**config.mk**
```make
export PLATFORM = sky130hd
export DESIGN_NAME = xoodoo_absorb
export DESIGN_NICKNAME = d
export VERILOG_FILES = /design/src/rtl/xoodoo_absorb.sv
export SDC_FILE = /design/constraint.sdc
export NUM_CORES = 1
export LEC_CHECK = 0
export BUFFER_PORTS_ARGS = -buffer_cell sky130_fd_sc_hd__buf_2
export CAP_MARGIN = 5
export CORE_MARGIN = 2
export CORE_UTILIZATION = 60
export DETAILED_ROUTE_END_ITERATION = 16
export GPL_ROUTABILITY_DRIVEN = 0
export GPL_TIMING_DRIVEN = 1
export PLACE_DENSITY = 0.85
export SKIP_LAST_GASP = 1
export SYNTH_ARGS = -nofsm -noshare
export SYNTH_HDL_FRONTEND = slang
export SYNTH_SLANG_ARGS = --single-unit
```
**constraint.sdc**
```tcl
create_clock -name clk -period 4.1 [get_ports clk]
set_clock_uncertainty 0.05 [all_clocks]
set_input_delay 1.025 -clock clk [delete_from_list [all_inputs] [get_ports clk]]
set_output_delay 1.025 -clock clk [all_outputs]
set_load 0.05 [all_outputs]
```
**src/rtl/xoodoo_absorb.sv**
```systemverilog
// xoodoo_absorb: sponge absorb front-end for the 3-round Xoodoo permutation.
// Packs 32-bit little-endian message words into 96-bit blocks and applies
// 10*1 padding. Each block is XORed into the running state, and the
// permutation result is chained back into the state. The final state is
// presented as the digest.
// Optional feature: define XOODOO_ABSORB_MSGLEN_EN to add the msg_bytes output.
// msg_bytes is the message length in bytes, latched together with the digest.
module xoodoo_absorb #(
    parameter int         WORD_W      = 32,
    parameter int         BLOCK_WORDS = 3,
    parameter logic [7:0] PAD_FIRST   = 8'h01,
    parameter logic [7:0] PAD_LAST    = 8'h80
) (
    input  logic        clk,
    input  logic        rst_n,
    input  logic [WORD_W-1:0] in_data,
    input  logic        in_valid,
    input  logic        in_last,
    input  logic [2:0]  in_nbytes,
    output logic        in_ready,
    output logic [WORD_W*BLOCK_WORDS-1:0] perm_state,
    output logic        perm_dv,
    input  logic [WORD_W*BLOCK_WORDS-1:0] perm_out,
    input  logic        perm_out_valid,
    output logic [WORD_W*BLOCK_WORDS-1:0] digest,
    output logic        digest_valid,
    output logic        busy
`ifdef XOODOO_ABSORB_MSGLEN_EN
    ,
    output logic [31:0] msg_bytes
`endif
);

    localparam int BLOCK_W     = WORD_W * BLOCK_WORDS;
    localparam int WORD_BYTES  = WORD_W / 8;
    localparam int BLOCK_BYTES = BLOCK_W / 8;
    localparam logic [1:0] LAST_IDX = 2'(BLOCK_WORDS - 1);
    localparam logic [BLOCK_W-1:0] PAD_BLOCK = {PAD_LAST, {(BLOCK_W-16){1'b0}}, PAD_FIRST};

    typedef enum logic [2:0] {IDLE, COLLECT, ISSUE, WAIT, PAD, DONE} state_t;

    state_t state, next_state;

    logic [BLOCK_W-1:0] s;            // running sponge state
    logic [BLOCK_W-1:0] block;        // block being assembled
    logic [BLOCK_W-1:0] block_upd;    // block with the incoming word merged in
    logic [1:0]         idx;          // next word slot within the block
    logic               pad_pending;  // 12-byte-aligned message still owes a pad block
    logic               msg_done;     // final word has been accepted
    logic               transfer;
    logic               closing;
    logic               pad_fits;
    logic [2:0]         nb_eff;
    logic [3:0]         pad_pos;
    logic [WORD_W-1:0]  word_in;

    // Reset holds in_ready low even though the state register already reads IDLE.
    assign in_ready = rst_n && (state == IDLE || state == COLLECT);
    assign transfer = in_valid && in_ready;
    assign closing  = transfer && (in_last || idx == LAST_IDX);
    assign perm_dv  = (state == ISSUE);
    assign busy     = (state != IDLE) && (state != DONE);

    // Byte count of the incoming word: 4 unless it is the last word, clamped to 4.
    assign nb_eff   = !in_last ? 3'd4 : ((in_nbytes > 3'd4) ? 3'd4 : in_nbytes);
    assign pad_pos  = {idx, 2'b00} + {1'b0, nb_eff};
    assign pad_fits = !(idx == LAST_IDX && nb_eff == 3'd4);

    // State register.
    always_ff @(posedge clk or negedge rst_n) begin
        if (!rst_n) begin
            state <= IDLE;
        end else begin
            // NOTE: clocked state uses non-blocking assignments so every register
            // samples pre-edge values regardless of block evaluation order.
            state <= next_state;
        end
    end

    // Next-state logic.
    always_comb begin
        // NOTE: default first so every path assigns next_state and no latch is inferred.
        next_state = state;
        case (state)
            IDLE, COLLECT: begin
                if (closing) begin
                    next_state = ISSUE;
                end else if (transfer) begin
                    next_state = COLLECT;
                end
            end
            ISSUE: next_state = WAIT;
            WAIT: begin
                if (perm_out_valid) begin
                    if (!msg_done) begin
                        next_state = COLLECT;
                    end else if (pad_pending) begin
                        next_state = PAD;
                    end else begin
                        next_state = DONE;
                    end
                end
            end
            PAD:     next_state = ISSUE;
            DONE:    next_state = IDLE;
            default: next_state = IDLE;
        endcase
    end

    // Merge the incoming word into the block; on the last word also mask the
    // unused bytes and apply padding if it fits.
    always_comb begin
        word_in   = in_data;
        block_upd = block;
        for (int b = 0; b < WORD_BYTES; b++) begin
            if (b >= int'(nb_eff)) begin
                word_in[8*b +: 8] = 8'h00;
            end
        end
        for (int w = 0; w < BLOCK_WORDS; w++) begin
            if (w == int'(idx)) begin
                block_upd[WORD_W*w +: WORD_W] = word_in;
            end
        end
        if (in_last && pad_fits) begin
            for (int b = 0; b < BLOCK_BYTES; b++) begin
                if (b == int'(pad_pos)) begin
                    block_upd[8*b +: 8] = block_upd[8*b +: 8] ^ PAD_FIRST;
                end
            end
            block_upd[BLOCK_W-1 -: 8] = block_upd[BLOCK_W-1 -: 8] ^ PAD_LAST;
        end
    end

    // Sponge datapath: block assembly, launch, chaining and digest capture.
    always_ff @(posedge clk or negedge rst_n) begin
        if (!rst_n) begin
            // NOTE: the block buffer is explicitly reset because the padding logic
            // relies on unwritten word slots reading as zero.
            s            <= '0;
            block        <= '0;
            idx          <= '0;
            pad_pending  <= 1'b0;
            msg_done     <= 1'b0;
            perm_state   <= '0;
            digest       <= '0;
            digest_valid <= 1'b0;
        end else begin
            digest_valid <= 1'b0;
            case (state)
                IDLE, COLLECT: begin
                    if (transfer) begin
                        block <= block_upd;
                        idx   <= idx + 2'd1;
                        if (in_last) begin
                            msg_done    <= 1'b1;
                            pad_pending <= !pad_fits;
                        end
                        if (closing) begin
                            perm_state <= s ^ block_upd;
                        end
                    end
                end
                WAIT: begin
                    if (perm_out_valid) begin
                        s     <= perm_out;
                        block <= '0;
                        idx   <= '0;
                        // The digest is captured here so it lines up with the
                        // digest_valid pulse in DONE.
                        if (msg_done && !pad_pending) begin
                            digest       <= perm_out;
                            digest_valid <= 1'b1;
                        end
                    end
                end
                PAD: begin
                    block       <= PAD_BLOCK;
                    perm_state  <= s ^ PAD_BLOCK;
                    pad_pending <= 1'b0;
                end
                DONE: begin
                    s        <= '0;
                    msg_done <= 1'b0;
                end
                default: ;
            endcase
        end
    end

`ifdef XOODOO_ABSORB_MSGLEN_EN
    logic [31:0] msg_cnt;

    // Running byte count of the message, latched with the digest.
    always_ff @(posedge clk or negedge rst_n) begin
        if (!rst_n) begin
            msg_cnt   <= '0;
            msg_bytes <= '0;
        end else begin
            if (transfer) begin
                msg_cnt <= msg_cnt + {29'd0, nb_eff};
            end
            if (state == WAIT && perm_out_valid && msg_done && !pad_pending) begin
                msg_bytes <= msg_cnt;
            end
            if (state == DONE) begin
                msg_cnt <= '0;
            end
        end
    end
`endif

endmodule

```
==> flow_summary.toml <==
[grt]
grt_usage = 0.311
grt-ovfl-total = 0
grt_pass1_wl_mm = 76.1
grt_pass1_vias = 14035
antenna_found_initial = 5
grt_max_degree = 97

[clocking]
hold_buffers = 0
cts_buffers = 41
cts_buffer_depth = 3
post_cts_resized = 0
tritoncts = "built"
path_clk_slew_ns = 0.06
post_cts_buffers = 0
root_buffer = "clkbuf_16"
clock_sinks = 392
htree_levels = 2
clock_latency_ns = 0.54

[setup_path]
reg2reg_slack_ns = 1.21
setup.worst_path.end = "busy"
r2r_cells = 6
r2r_start = "state[1]"
startpoint = "state[2]"
worstSetupPathType = "reg -> out"
start_kind = "flip-flop"
arrival_ns = 1.92
r2r-end = "block[46]"
cp.required_ns = 3.02
critical_path.max_fanout = 14
end_kind = "primary output"

[finish]
layout_commonest_cell = "dfrtp_1"
final_nets = 2093
final_cell_mix = "392 x dfrtp_1, 330 x buf_2, 196 x nand2_1, 125 x nor2_1, 103 x a21oi_1"
final_cells = 2372
drive_above_1_share = 0.276
area_growth_pct = 19.1

[timing]
slew_violations = 0
tns_ns = 0
worst_pin_slew_ns = 1.18
hold_ws_ns = 0.320
hold_viol = 0
rsz0062_at_grt = "false"
post-route-min-period_ns = 3.00
setup_viol = 0
fmax_mhz = 333
period_share = 0.731
slew_headroom = 0.213
fin_ws_ns = 1.10

[pwr]
total_power_uw = 20600
leakagePower_uw = 0.0100
peakVddDrop_uv = 630
p_per_area_nw_per_um2 = 978

[placement]
dp.final_hpwl_mm = 32.4
place_ws_ns = 0.771
port_buffers = 331
dp_cells = 2294

[drt]
drt_iter0_markers = 1302
drc = 0
drt_first_pass_iters = 5
routed_wl_mm = 48.3
viasPerCell = 6.00
vias = 14236
postRouteAntennaNets = 0
wire_per_inst_um = 20.3

[logic_synthesis]
synthFlopType = "dfrtp_1"
avgSynthCellArea_sq_um = 10.5
synth_area_leader_cell = "dfrtp_1"
synth_top_area_frac = 0.555
synth_edf_count = 0
synth_seq_cells = 392
synthesis.instances = 1682
async_flop_share = 1.00
syn_area_sq_um = 17700
synth_area_leaders = "dfrtp_1 56%, mux2_2 6.1%, a22o_1 5.0%"
synth_cell_types = 59
yosysWarnings = 0
synth_nets = 1822
yosysSeqAreaShare = 0.555

[die]
core-area_sq_um = 28900
die_area_sq_um = 30800
die_w_um = 176
rows = 62
initial_core_util = 0.612
io-pin-count = 332
dieHeight_um = 176

[min_path]
min_path_type = "in -> async"

[run]
drv_cap = 0

[outcome]
status = "complete, no violations"
per-layer routing:
metal / vias up / share of wire / global-route usage
li1: 6443 / - / -
met4: 4 / 0.045 / 0.139
met3: 139 / 0.080 / 0.0662
met5: - / 0.00068 / 0
met1: 7055 / 0.41 / 0.417
met2: 595 / 0.47 / 0.494
per-stage QoR:
stage / cell area (sq um) / utilization
floorplan: 17700 / -
global placement: 19600 / 0.678
detailed placement: 19600 / 0.678
CTS: 21000 / 0.729
global route: 21000 / 0.729
finish: 21000 / 0.729
critical path, stage by stage (launching register included):
cell and delay [ns]:
dfrtp_1 0.54, nor2b_1 0.25, or3_1 0.36, buf_2 0.22
layout make-up:
| type | instances | area (sq um) |
|---|---|---|
| Tap cell | 384 | 480 |
| Clock inverter | 16 | 215 |
| Clock buffer | 60 | 1260 |
| Inverter | 19 | 73.8 |
| Timing Repair Buffer | 359 | 1910 |
| Fill cell | 2037 | 7830 |
| Sequential cell | 392 | 9810 |
| Multi-Input combinational cell | 1140 | 7270 |
| Antenna cell | 2 | 5.00 |
cell families after synthesis:
| kind of cell | count (synthesis) | share of synthesized area |
|---|---|---|
| fa+ha+maj | 4 | 0.00283 |
| flops | 392 | 0.555 |
| compound gates | 441 | 0.164 |
| simple gates | 506 | 0.133 |
| xor+xnor | 92 | 0.0460 |
| mux | 97 | 0.0618 |
| buf+inv | 150 | 0.0365 |
flip-flops by register name, indices dropped and copies added (netlist names):
register / count
block: 96
digest: 96
perm_state: 96
s: 96
state: 3
idx: 2
digest_valid: 1
msg_done: 1
pad_pending: 1
power by group:
part	leakage (uW)	total, uW	switching [uW]	internal [uW]
Sequential	0.00488	6730	1080	5640
Combinational	0.00443	9840	6890	2950
Clock	0.000733	4000	1550	2450
Total	0.0100	20600	9520	11000
cells in the mapped netlist, types with 18 or more instances:
master	n
nand3_1	50
o21ai_1	18
dfrtp_1	392
a21oi_1	103
nand2_1	198
xor2_1	64
xnor2_1	27
o31ai_1	38
mux2_2	96
o2bb2ai_1	18
clkbuf_1	90
nor2_1	127
nor2b_1	70
a31oi_1	22
a22o_1	100
inv_1	18
and3_1	25
o21ai_0	98
buf_2	34
worst min-delay path by stage:
stage          startpoint    endpoint  slack, ns  depth (start not counted)
2_1_floorplan   block[81]   block[81]       0.39                          2
3_3_place_gp    block[82]   block[82]       0.40                          2
3_5_place_dp    block[84]   block[84]       0.41                          2
4_1_cts             rst_n  digest[91]       0.32                          1
5_1_grt             rst_n  digest[83]       0.33                          1
6_report            rst_n  digest[91]       0.32                          1
Power figures use the tool's default switching activity.
